==> src/rtl/pc_gen_pkg.sv <==
// pc_gen_pkg: shared next-PC select encoding, FSM states and reset vector
package pc_gen_pkg;
  localparam logic [31:0] DEFAULT_RESET_VECTOR = 32'h0000_0000;
  typedef enum logic [2:0] {
    SRC_SEQ    = 3'd0,
    SRC_BRANCH = 3'd1,
    SRC_TRAP   = 3'd2,
    SRC_MRET   = 3'd3,
    SRC_RET    = 3'd4
  } pc_src_e;
  typedef enum logic {
    ST_BOOT = 1'b0,
    ST_RUN  = 1'b1
  } pc_state_e;
endpackage

==> src/rtl/pc_gen_ras.sv <==
// ras_stack: circular return-address stack, oldest entry overwritten when full
// ports: clk, reset (async, active-high), push/pop + push_data in, top/empty/full out
module ras_stack
  import pc_gen_pkg::*;
#(
  parameter int XLEN      = 32,
  parameter int RAS_DEPTH = 4
) (
  input  logic            clk,
  input  logic            reset,
  input  logic            push,
  input  logic            pop,
  input  logic [XLEN-1:0] push_data,
  output logic [XLEN-1:0] top,
  output logic            empty,
  output logic            full
);
  localparam int PW = $clog2(RAS_DEPTH);
  localparam int CW = $clog2(RAS_DEPTH + 1);
  logic [XLEN-1:0] mem_q [RAS_DEPTH];
  logic [XLEN-1:0] mem_d [RAS_DEPTH];
  logic [PW-1:0]   wr_q, wr_d, top_idx;
  logic [CW-1:0]   cnt_q, cnt_d;
  assign top_idx = wr_q - PW'(1);
  assign top     = mem_q[top_idx];
  assign empty   = cnt_q == '0;
  assign full    = cnt_q == CW'(RAS_DEPTH);
  // push+pop together replaces the top in place, leaving pointer and count alone
  always_comb begin
    mem_d = mem_q;
    wr_d  = wr_q;
    cnt_d = cnt_q;
    if (push && pop) begin
      mem_d[top_idx] = push_data;
    end else if (push) begin
      mem_d[wr_q] = push_data;
      wr_d        = wr_q + PW'(1);
      cnt_d       = full ? cnt_q : cnt_q + CW'(1);
    end else if (pop) begin
      wr_d  = top_idx;
      cnt_d = cnt_q - CW'(1);
    end
  end
  // entry data is not cleared by reset, only frozen while reset is held
  always_ff @(posedge clk or posedge reset) begin
    if (reset) begin
      wr_q  <= '0;
      cnt_q <= '0;
    end else begin
      wr_q  <= wr_d;
      cnt_q <= cnt_d;
      mem_q <= mem_d;
    end
  end
endmodule

==> src/rtl/pc_gen.sv <==
// pc_gen: fetch PC register with sequential step, redirects and return-address stack
// ports: clk, reset (async, active-high), en_n stall, pc_src select, is_compressed, push_ras,
//        branch_addr/trap_vector/epc targets; pc, pc_next, pc_valid, ras_empty, ras_full, misaligned
module pc_gen
  import pc_gen_pkg::*;
#(
  parameter int              XLEN         = 32,
  parameter logic [XLEN-1:0] RESET_VECTOR = XLEN'(DEFAULT_RESET_VECTOR),
  parameter bit              C_EXT        = 1'b1,
  parameter int              RAS_DEPTH    = 4
) (
  input  logic            clk,
  input  logic            reset,
  input  logic            en_n,
  input  logic [2:0]      pc_src,
  input  logic            is_compressed,
  input  logic            push_ras,
  input  logic [XLEN-1:0] branch_addr,
  input  logic [XLEN-1:0] trap_vector,
  input  logic [XLEN-1:0] epc,
  output logic [XLEN-1:0] pc,
  output logic [XLEN-1:0] pc_next,
  output logic            pc_valid,
  output logic            ras_empty,
  output logic            ras_full,
  output logic            misaligned
);
  pc_state_e       state_q, state_d;
  logic [XLEN-1:0] pc_q, pc_d, target, ras_top;
  logic            upd, redirect, ras_push, ras_pop;
  assign pc       = pc_q;
  assign pc_valid = state_q == ST_RUN;
  assign pc_next  = pc_q + ((C_EXT && is_compressed) ? XLEN'(2) : XLEN'(4));
  // codes 5-7 fall through to the sequential successor
  always_comb begin
    state_d    = ST_RUN;
    upd        = state_q == ST_RUN && !en_n;
    redirect   = pc_src inside {SRC_BRANCH, SRC_TRAP, SRC_MRET, SRC_RET};
    target     = pc_src == SRC_BRANCH ? branch_addr :
                 pc_src == SRC_TRAP   ? trap_vector :
                 pc_src == SRC_MRET   ? epc :
                 pc_src == SRC_RET    ? (ras_empty ? branch_addr : ras_top) : pc_next;
    ras_pop    = upd && pc_src == SRC_RET && !ras_empty;
    ras_push   = upd && push_ras && !(pc_src inside {SRC_TRAP, SRC_MRET});
    misaligned = !C_EXT && upd && redirect && target[1];
    pc_d       = upd ? {target[XLEN-1:1], 1'b0} : pc_q;
  end
  always_ff @(posedge clk or posedge reset) begin
    if (reset) begin
      state_q <= ST_BOOT;
      pc_q    <= RESET_VECTOR;
    end else begin
      state_q <= state_d;
      pc_q    <= pc_d;
    end
  end
  ras_stack #(.XLEN(XLEN), .RAS_DEPTH(RAS_DEPTH)) u_ras (
    .clk      (clk),
    .reset    (reset),
    .push     (ras_push),
    .pop      (ras_pop),
    .push_data(pc_next),
    .top      (ras_top),
    .empty    (ras_empty),
    .full     (ras_full)
  );
endmodule
==> config.mk <==
export PLATFORM = sky130hd
export DESIGN_NAME = pc_gen
export DESIGN_NICKNAME = d
export VERILOG_FILES = /design/src/rtl/pc_gen_pkg.sv /design/src/rtl/pc_gen_ras.sv /design/src/rtl/pc_gen.sv
export SDC_FILE = /design/constraint.sdc
export NUM_CORES = 1
export LEC_CHECK = 0
export BUFFER_PORTS_ARGS = -buffer_cell sky130_fd_sc_hd__buf_2
export CORE_ASPECT_RATIO = 0.5
export CORE_MARGIN = 2
export CORE_UTILIZATION = 60
export CTS_CLUSTER_DIAMETER = 50
export DETAILED_ROUTE_END_ITERATION = 7
export PLACE_DENSITY = 0.85
export SLEW_MARGIN = 20
export SYNTH_ARGS = -nofsm -noshare
export SYNTH_HDL_FRONTEND = slang
export SYNTH_SLANG_ARGS = --single-unit
==> constraint.sdc <==
create_clock -name clk -period 14.6 [get_ports clk]
set_input_delay 0 -clock clk [delete_from_list [all_inputs] [get_ports clk]]
set_output_delay 0 -clock clk [all_outputs]
set_load 0.05 [all_outputs]
==> metrics.txt, run 1 <==
outcome=finished, final reports clean; Gate Count Post-Synth=approximately 870; Worst Max-Slew Pin Slew=1.15 ns; global placement routability congestion=0.901; most used cells in the layout excluding fill and tap cells=165 x sky130_fd_sc_hd__buf_2, 164 x sky130_fd_sc_hd__nor2_1, 124 x sky130_fd_sc_hd__edfxtp_1, 69 x sky130_fd_sc_hd__a21oi_1, 57 x sky130_fd_sc_hd__nand2_1; timing-limited maximum frequency=231 MHz; critical path cell sequence=nor2b_2 > buf_4 > nand3_1 > inv_1 > ha_1 > mux2i_4 > buf_4 > nor3_2 > buf_4; library cell with the largest summed area after synthesis=sky130_fd_sc_hd__edfxtp_1; relative contribution of sequential cells to total power=30.5%; total iterations of the first detailed-routing run=8; most common cell after layout, fill and taps aside=sky130_fd_sc_hd__buf_2; aggregate negative setup slack=0 ns; ANT nets after route=0; unrepaired setup endpoints after global routing=false; number of port buffers=around 170; total DRC errors in the routed layout=0; fraction of the yosys area taken by sequential cells=51.1%; launching element type of the critical path=flop; Comb power frac=a little under half; Rel. slew slack=23.1%; average cell area after synthesis=10.4 um2; Yosys reg bits=approximately 160; placed wire-length estimate=between 15 and 20 mm; Setup Fix Bufs, Post-CTS=0; global-route usage over all layers=38.1%; starting DRC count in detailed routing=1251; number of enable flip-flop cells after synthesis=124; crit-path max cell delay=0.84 ns; Total Nets Final=1166; Hold Worst Slack=roughly 0.013 ns; Core Box Area=14700 um2; first-pass GRT wire length=45.8 mm; biggest fanout along the worst timing path=41; clock slew at reported path FFs=0.07 ns; worst clock skew on the final layout=0.0115 ns; data arrival time of the critical path=4.43 ns; number of distinct library cell variants in the gate-level netlist after synthesis=72; maximum vdd ir drop=168 uV; Syn. warnings=0; CP endpoint kind=flop; total clock buffers created by CTS=17; primary flip-flop cell chosen by synthesis mapping=sky130_fd_sc_hd__edfxtp_1; clock sinks=161; CP bufs+invs=4; slowest CP cell=sky130_fd_sc_hd__nor3_2; number of antenna repair diodes=0; final setup violation count=0; cells resized by post-CTS repair=0; total vias in the final route=between 8k and 9k; Setup Crit Path Kind=reg -> reg; total net switching power=0.909 mW; CTS tree=done; wire length per cell after detailed routing=23.8 um; mean number of vias per cell=around 6.8; hold violation count in the final report=0; max-cap violation count=0; Crit path required time=14.70 ns; fraction of power spent switching nets=about 45%; kind of cell adding the most delay to the critical path=buffers and inverters; via count of the first global-routing pass=8385; standard-cell rows=31; horizontal die dimension=~180 um; Post-Syn Area=9100 um2; Synth top area share=40.9%; layout-stage area growth over the synthesis result=21.8%; pins over their slew limit=0; fin crit period=approximately 4.3 ns; root buffer selected by CTS=sky130_fd_sc_hd__clkbuf_16; cell internal power dissipation=1.13 mW; HP Class=in -> reg; final cycle utilization of the critical path=29.7%; number of buffers added to fix hold violations after cts=33; worst-skew pair later-pin latency=0.44 ns; initial antenna violation count=0; floorplan die area=16200 um2; routed wire length=30.0 mm; static leakage power=4.41 nW; power per cell area=184 nW/um2; Clock power frac=22.3%; maximum number of pins on one net before global-route repair=50; library cell appearing most often on the critical path=sky130_fd_sc_hd__buf_4; cell types with the largest area share after synthesis=sky130_fd_sc_hd__edfxtp_1 41%, sky130_fd_sc_hd__dfrtp_1 10%, sky130_fd_sc_hd__mux4_2 7.9%; FFs w/ async S/R, synth=a little under a quarter; num ports=172; H-tree depth=4; total grt overflow=0; proportion of layout cells with a drive suffix above 1=26.6%; Die Span Y=91.1 um; Initial Utilization=62.1%; buffer depth of the longest clock path=2
## path summary, 6_finish.rpt
path                       cells past startpoint  slack, ns      startpoint         endpoint
max in group asynchronous                      4      13.67           reset           pc[19]
min in group asynchronous                      3       0.11           reset           pc[21]
setup reg to reg                               9      10.27        pc_valid  u_ras.mem_q[23]
hold / removal                                 5       0.01         epc[24]           pc[24]
setup / recovery                               9      10.27        pc_valid  u_ras.mem_q[23]
hold reg to reg                                1       0.49  u_ras.cnt_q[2]   u_ras.cnt_q[2]
## synthesized netlist by cell type, types with 8 or more instances
library cell                 n
sky130_fd_sc_hd__nor2b_1    10
sky130_fd_sc_hd__mux4_2     32
sky130_fd_sc_hd__nand3_1    13
sky130_fd_sc_hd__nor2_1    164
sky130_fd_sc_hd__clkbuf_1   46
sky130_fd_sc_hd__a21oi_1    69
sky130_fd_sc_hd__dfrtp_1    37
sky130_fd_sc_hd__o22ai_1    15
sky130_fd_sc_hd__or3_1       8
sky130_fd_sc_hd__o21ai_0    32
sky130_fd_sc_hd__inv_1      46
sky130_fd_sc_hd__nand2_1    57
sky130_fd_sc_hd__a211oi_1    9
sky130_fd_sc_hd__edfxtp_1  124
sky130_fd_sc_hd__a221oi_1   13
sky130_fd_sc_hd__mux2i_1    20
sky130_fd_sc_hd__ha_1        8
sky130_fd_sc_hd__nand2b_1    8
sky130_fd_sc_hd__xnor2_1    19
sky130_fd_sc_hd__nor3_1     23
## power by group through the flow
stage	clock network, mW	logic [mW]	registers (mW)
2_1_floorplan	0	0.589	0.697
3_3_place_gp	0	0.893	0.624
3_5_place_dp	0	0.922	0.627
4_1_cts	0.451	0.938	0.618
5_1_grt	0.474	1.01	0.626
6_report	0.454	0.962	0.621
## sequential cells by signal (all words and copies together), names as in the netlist
register / count
u_ras.cnt_q: 3
pc: 31
u_ras.mem_q: 124
u_ras.wr_q: 2
pc_valid: 1
## worst min-delay path: stages
cell and delay [ns]:
sky130_fd_sc_hd__buf_2 0.11, sky130_fd_sc_hd__a21oi_1 0.13, sky130_fd_sc_hd__nor2_1 0.05, sky130_fd_sc_hd__nand2_1 0.05, sky130_fd_sc_hd__o21ai_0 0.06
## stage by stage
step / instance area [um2] / power, mW / setup slack [ns] / instances / util (%)
floorplan: 9110 / 1.29 / 10.01 / 875 / -
global placement: 10200 / 1.52 / 10.43 / 1198 / 69.4
detailed placement: 10200 / 1.55 / 10.33 / 1198 / 69.4
CTS: 11100 / 2.01 / 10.33 / 1263 / 75.7
global route: 11100 / 2.11 / 10.02 / 1263 / 75.7
finish: 11100 / 2.04 / 10.27 / 1263 / 75.7
## final cells by class
cell class | instances | area [um2]
fillers | 953 | 3570
flip-flops and latches | 161 | 4650
inverters | 47 | 176
clock inverters | 14 | 156
well taps | 198 | 248
repair buffers | 220 | 1320
clock buffers | 18 | 429
multi-input cells | 605 | 4110
## cell families after synthesis
family,count (synthesis),share of synthesized area [%]
compound gates,189,13.3
xor+xnor,25,2.40
fa+ha+maj,10,1.54
buf+inv,109,4.70
flops,161,51.1
mux,55,10.5
other cells,2,0.0825
simple gates,322,16.5
## routing by layer
layer,GRT usage (%),routed length (um)
met1,49.6,10300
met2,58.9,13900
met3,11.0,4410
met4,19.0,1490
met5,0,0
No activity file was read; power rests on OpenSTA's default activity.
==> run 2, diff against run 1 <==
--- a/config.mk
+++ b/config.mk
@@ -5,13 +5,14 @@
 export SDC_FILE = /design/constraint.sdc
 export NUM_CORES = 1
 export LEC_CHECK = 0
+export ABC_AREA = 1
 export BUFFER_PORTS_ARGS = -buffer_cell sky130_fd_sc_hd__buf_2
 export CORE_ASPECT_RATIO = 0.5
 export CORE_MARGIN = 2
-export CORE_UTILIZATION = 60
+export CORE_UTILIZATION = 57
 export CTS_CLUSTER_DIAMETER = 50
 export DETAILED_ROUTE_END_ITERATION = 7
-export PLACE_DENSITY = 0.85
+export PLACE_DENSITY = 0.81
 export SLEW_MARGIN = 20
 export SYNTH_ARGS = -nofsm -noshare
 export SYNTH_HDL_FRONTEND = slang
==> constraint.sdc (replaced) <==
create_clock -name clk -period 4.3 [get_ports clk]
set_input_delay 0 -clock clk [delete_from_list [all_inputs] [get_ports clk]]
set_output_delay 0 -clock clk [all_outputs]
set_load 0.05 [all_outputs]
==> metrics.txt, run 2 <==
ANT nets after route=0 (unchanged); Die Span Y=95.6 um (was 91.1 um); max-cap violation count=0 (unchanged); static leakage power=5.46 nW (was 4.41 nW); fin crit period=3.77 ns (was 4.33 ns); placed wire-length estimate=23.6 mm (was 18.5 mm); worst-skew pair later-pin latency=0.43 ns (was 0.44 ns); total vias in the final route=9892 (was 8575); timing-limited maximum frequency=265 MHz (was 231 MHz); wire length per cell after detailed routing=20.4 um (was 23.8 um); H-tree depth=4 (unchanged); path length in cells of the critical path=12 (was 9); most common cell after layout, fill and taps aside=sky130_fd_sc_hd__nand2_1 (was sky130_fd_sc_hd__buf_2); proportion of layout cells with a drive suffix above 1=17.9% (was 26.6%); outcome=finished, final reports clean (unchanged); worst clock skew on the final layout=0.0130 ns (was 0.0115 ns); slowest CP cell=sky130_fd_sc_hd__dfrtp_2 (was sky130_fd_sc_hd__nor3_2); Critical Path Start=u_ras.wr_q[0] (was pc_valid); most used cells in the layout excluding fill and tap cells=343 x sky130_fd_sc_hd__nand2_1, 291 x sky130_fd_sc_hd__nor2_1, 165 x sky130_fd_sc_hd__buf_2, 124 x sky130_fd_sc_hd__edfxtp_1, 93 x sky130_fd_sc_hd__inv_1 (was 165 x sky130_fd_sc_hd__buf_2, 164 x sky130_fd_sc_hd__nor2_1, 124 x sky130_fd_sc_hd__edfxtp_1, 69 x sky130_fd_sc_hd__a21oi_1, 57 x sky130_fd_sc_hd__nand2_1); cell types with the largest area share after synthesis=sky130_fd_sc_hd__edfxtp_1 39%, sky130_fd_sc_hd__nand2_1 13%, sky130_fd_sc_hd__nor2_1 12% (was sky130_fd_sc_hd__edfxtp_1 41%, sky130_fd_sc_hd__dfrtp_1 10%, sky130_fd_sc_hd__mux4_2 7.9%); HP Class=in -> reg (unchanged); buffer depth of the longest clock path=2 (unchanged); endpoint of the worst register-to-register path=pc[3] (was u_ras.mem_q[23]); FFs w/ async S/R, synth=23.0% (unchanged); mean number of vias per cell=5.78 (was 6.79); depth of the most critical reg-to-reg path=12 (was 9); critical path cell sequence=inv_2 > ha_1 > buf_4 > o21ai_0 > o21ai_0 > nand2_1 > nand3_1 > o2111ai_1 > nand2_1 > nand2_1 > dlygate4sd3_1 > o21ai_0 (was nor2b_2 > buf_4 > nand3_1 > inv_1 > ha_1 > mux2i_4 > buf_4 > nor3_2 > buf_4); kind of cell adding the most delay to the critical path=buffers and inverters (unchanged); aggregate negative setup slack=0 ns (unchanged); initial antenna violation count=0 (unchanged); data arrival time of the critical path=4.11 ns (was 4.43 ns); power per cell area=627 nW/um2 (was 184 nW/um2); final setup violation count=0 (unchanged); CP bufs+invs=3 (was 4); Core Box Area=16400 um2 (was 14700 um2); routed wire length=34.9 mm (was 30.0 mm); floorplan die area=17900 um2 (was 16200 um2); cell types with the highest counts after synthesis=343 x sky130_fd_sc_hd__nand2_1, 296 x sky130_fd_sc_hd__nor2_1, 124 x sky130_fd_sc_hd__edfxtp_1, 93 x sky130_fd_sc_hd__inv_1, 78 x sky130_fd_sc_hd__a21oi_1 (was 164 x sky130_fd_sc_hd__nor2_1, 124 x sky130_fd_sc_hd__edfxtp_1, 69 x sky130_fd_sc_hd__a21oi_1, 57 x sky130_fd_sc_hd__nand2_1); slack of the worst reg-to-reg path=0.53 ns (was 10.27 ns); Setup Crit Path Kind=reg -> reg (unchanged); starting DRC count in detailed routing=1300 (was 1251); maximum number of pins on one net before global-route repair=50 (unchanged); top register by number of flip-flops=u_ras.mem_q (unchanged); number of distinct library cell variants in the gate-level netlist after synthesis=41 (was 72); termination of the worst setup path=pc[3] (was u_ras.mem_q[23]); library cell with the largest summed area after synthesis=sky130_fd_sc_hd__edfxtp_1 (unchanged); CP endpoint kind=flop (unchanged); total DRC errors in the routed layout=0 (unchanged); primary flip-flop cell chosen by synthesis mapping=sky130_fd_sc_hd__edfxtp_1 (unchanged); Crit path required time=4.64 ns (was 14.70 ns); unrepaired setup endpoints after global routing=false (unchanged); global placement routability congestion=1.07 (was 0.901); standard-cell rows=33 (was 31); count leader, synth=sky130_fd_sc_hd__nand2_1 (was sky130_fd_sc_hd__nor2_1); hold violation count in the final report=0 (unchanged); Yosys reg bits=161 (unchanged); Total Nets Final=1584 (was 1166); first-pass GRT wire length=52.7 mm (was 45.8 mm); global-route usage over all layers=39.7% (was 38.1%); number of enable flip-flop cells after synthesis=124 (unchanged); clock slew at reported path FFs=0.07 ns (about the same); Initial Utilization=58.4% (was 62.1%); CTS tree=done (unchanged); Syn. warnings=0 (unchanged); Synth top area share=38.9% (was 40.9%); Post-Syn Area=9570 um2 (was 9100 um2); total grt overflow=0 (unchanged); horizontal die dimension=187 um (was 178 um); Gate Count Post-Synth=1274 (was 873); pins over their slew limit=0 (unchanged); fraction of the yosys area taken by sequential cells=48.6% (was 51.1%); root buffer selected by CTS=sky130_fd_sc_hd__clkbuf_16 (unchanged); final cycle utilization of the critical path=87.8% (was 29.7%); total iterations of the first detailed-routing run=6 (was 8); num ports=172 (unchanged); layout-stage area growth over the synthesis result=22.7% (was 21.8%); Rel. slew slack=28.0% (was 23.1%); number of port buffers=165 (unchanged); crit-path max cell delay=0.75 ns (was 0.84 ns); clock sinks=161 (unchanged); Setup Fix Bufs, Post-CTS=0 (unchanged); number of antenna repair diodes=0 (unchanged); final core area utilization=71.6% (was 75.7%); biggest fanout along the worst timing path=33 (was 41); total clock buffers created by CTS=17 (unchanged); Worst Max-Slew Pin Slew=1.08 ns (was 1.15 ns); launching element type of the critical path=flop (unchanged); maximum vdd ir drop=630 uV (was 168 uV); average cell area after synthesis=7.51 um2 (was 10.4 um2); via count of the first global-routing pass=9388 (was 8385); R2R Path Start=u_ras.wr_q[0] (was pc_valid); Largest register FFs=124 (unchanged)
run 2: cell types whose count changed after synthesis, moves of 14 or more:
cell,before,now
sky130_fd_sc_hd__nor2_1,164,296
sky130_fd_sc_hd__inv_1,46,93
sky130_fd_sc_hd__mux2i_1,20,2
sky130_fd_sc_hd__nand2_1,57,343
sky130_fd_sc_hd__o21ai_0,32,60
sky130_fd_sc_hd__nand3_1,13,66
sky130_fd_sc_hd__nor3_1,23,3
sky130_fd_sc_hd__mux4_2,32,0
sky130_fd_sc_hd__xnor2_1,19,5
sky130_fd_sc_hd__or2_2,0,14
run 2: cell type report:
type / instances / area, um2
clock buffers: 18 / 429
clock inverters: 14 / 149
flip-flops and latches: 161 / 4650
repair buffers: 243 / 1540
multi-input cells: 949 / 4320
well taps: 227 / 284
inverters: 98 / 368
fillers: 1334 / 4650
run 2: metrics by stage:
stage	cells	hold WS, ns	total power [mW]	area [um2]	worst slack [ns]
2_1_floorplan	1276	0.127	4.40	9580	0.321
3_3_place_gp	1625	0.306	5.51	10600	1.04
3_5_place_dp	1625	0.313	5.61	10600	0.963
4_1_cts	1710	0.00477	7.21	11700	0.704
5_1_grt	1710	0.0233	7.68	11700	0.316
6_report	1710	0.0211	7.36	11700	0.527
run 2: worst min-delay path by stage:
stage	from	end	cells past startpoint
after floorplan	branch_addr[6]	pc[6]	2
after global placement	branch_addr[6]	pc[6]	3
after detailed placement	branch_addr[6]	pc[6]	3
after CTS	branch_addr[8]	pc[8]	5
after global routing	branch_addr[7]	pc[7]	5
final	trap_vector[2]	pc[2]	5
run 2: tightest hold or removal path, cell delays in order:
cell                       delay, ns
sky130_fd_sc_hd__buf_2          0.08
sky130_fd_sc_hd__a21oi_1        0.05
sky130_fd_sc_hd__nand2_1        0.07
sky130_fd_sc_hd__o211ai_1       0.09
sky130_fd_sc_hd__o21ai_0        0.10
run 2: kinds of logic after synthesis:
kind of cell             count (synthesis)  share of synthesized area, %
AND/OR/NAND/NOR                        737                          31.0
AO/OA/AOI/OAI                          180                          10.1
buffers and inverters                  166                          6.81
flip-flops                             161                          48.6
XOR/XNOR                                15                          1.61
adder cells (fa/ha/maj)                 10                          1.46
multiplexers                             3                         0.327
other                                    2                        0.0785
run 2: what timing repair did:
action | CTS | global route
hold buffers | 53 | 0
endpoints found under the hold margin | 66 | 0
gates resized for setup | 0 | 0
run 2: layer usage:
layer	vias to the layer above	share of wire (%)	wire [um]	GRT usage, %
li1	4485	-	-	-
met1	4554	40	14100	55.3
met2	768	42	14500	58.9
met3	85	16	5640	15.6
met4	0	1.8	635	8.53
met5	-	0	0	0
run 2: where the power goes:
group / switching [mW] / total [mW] / internal [mW]
logic: 2.77 / 3.72 / 0.949
clock network: 0.705 / 1.53 / 0.820
registers: 0.213 / 2.12 / 1.91
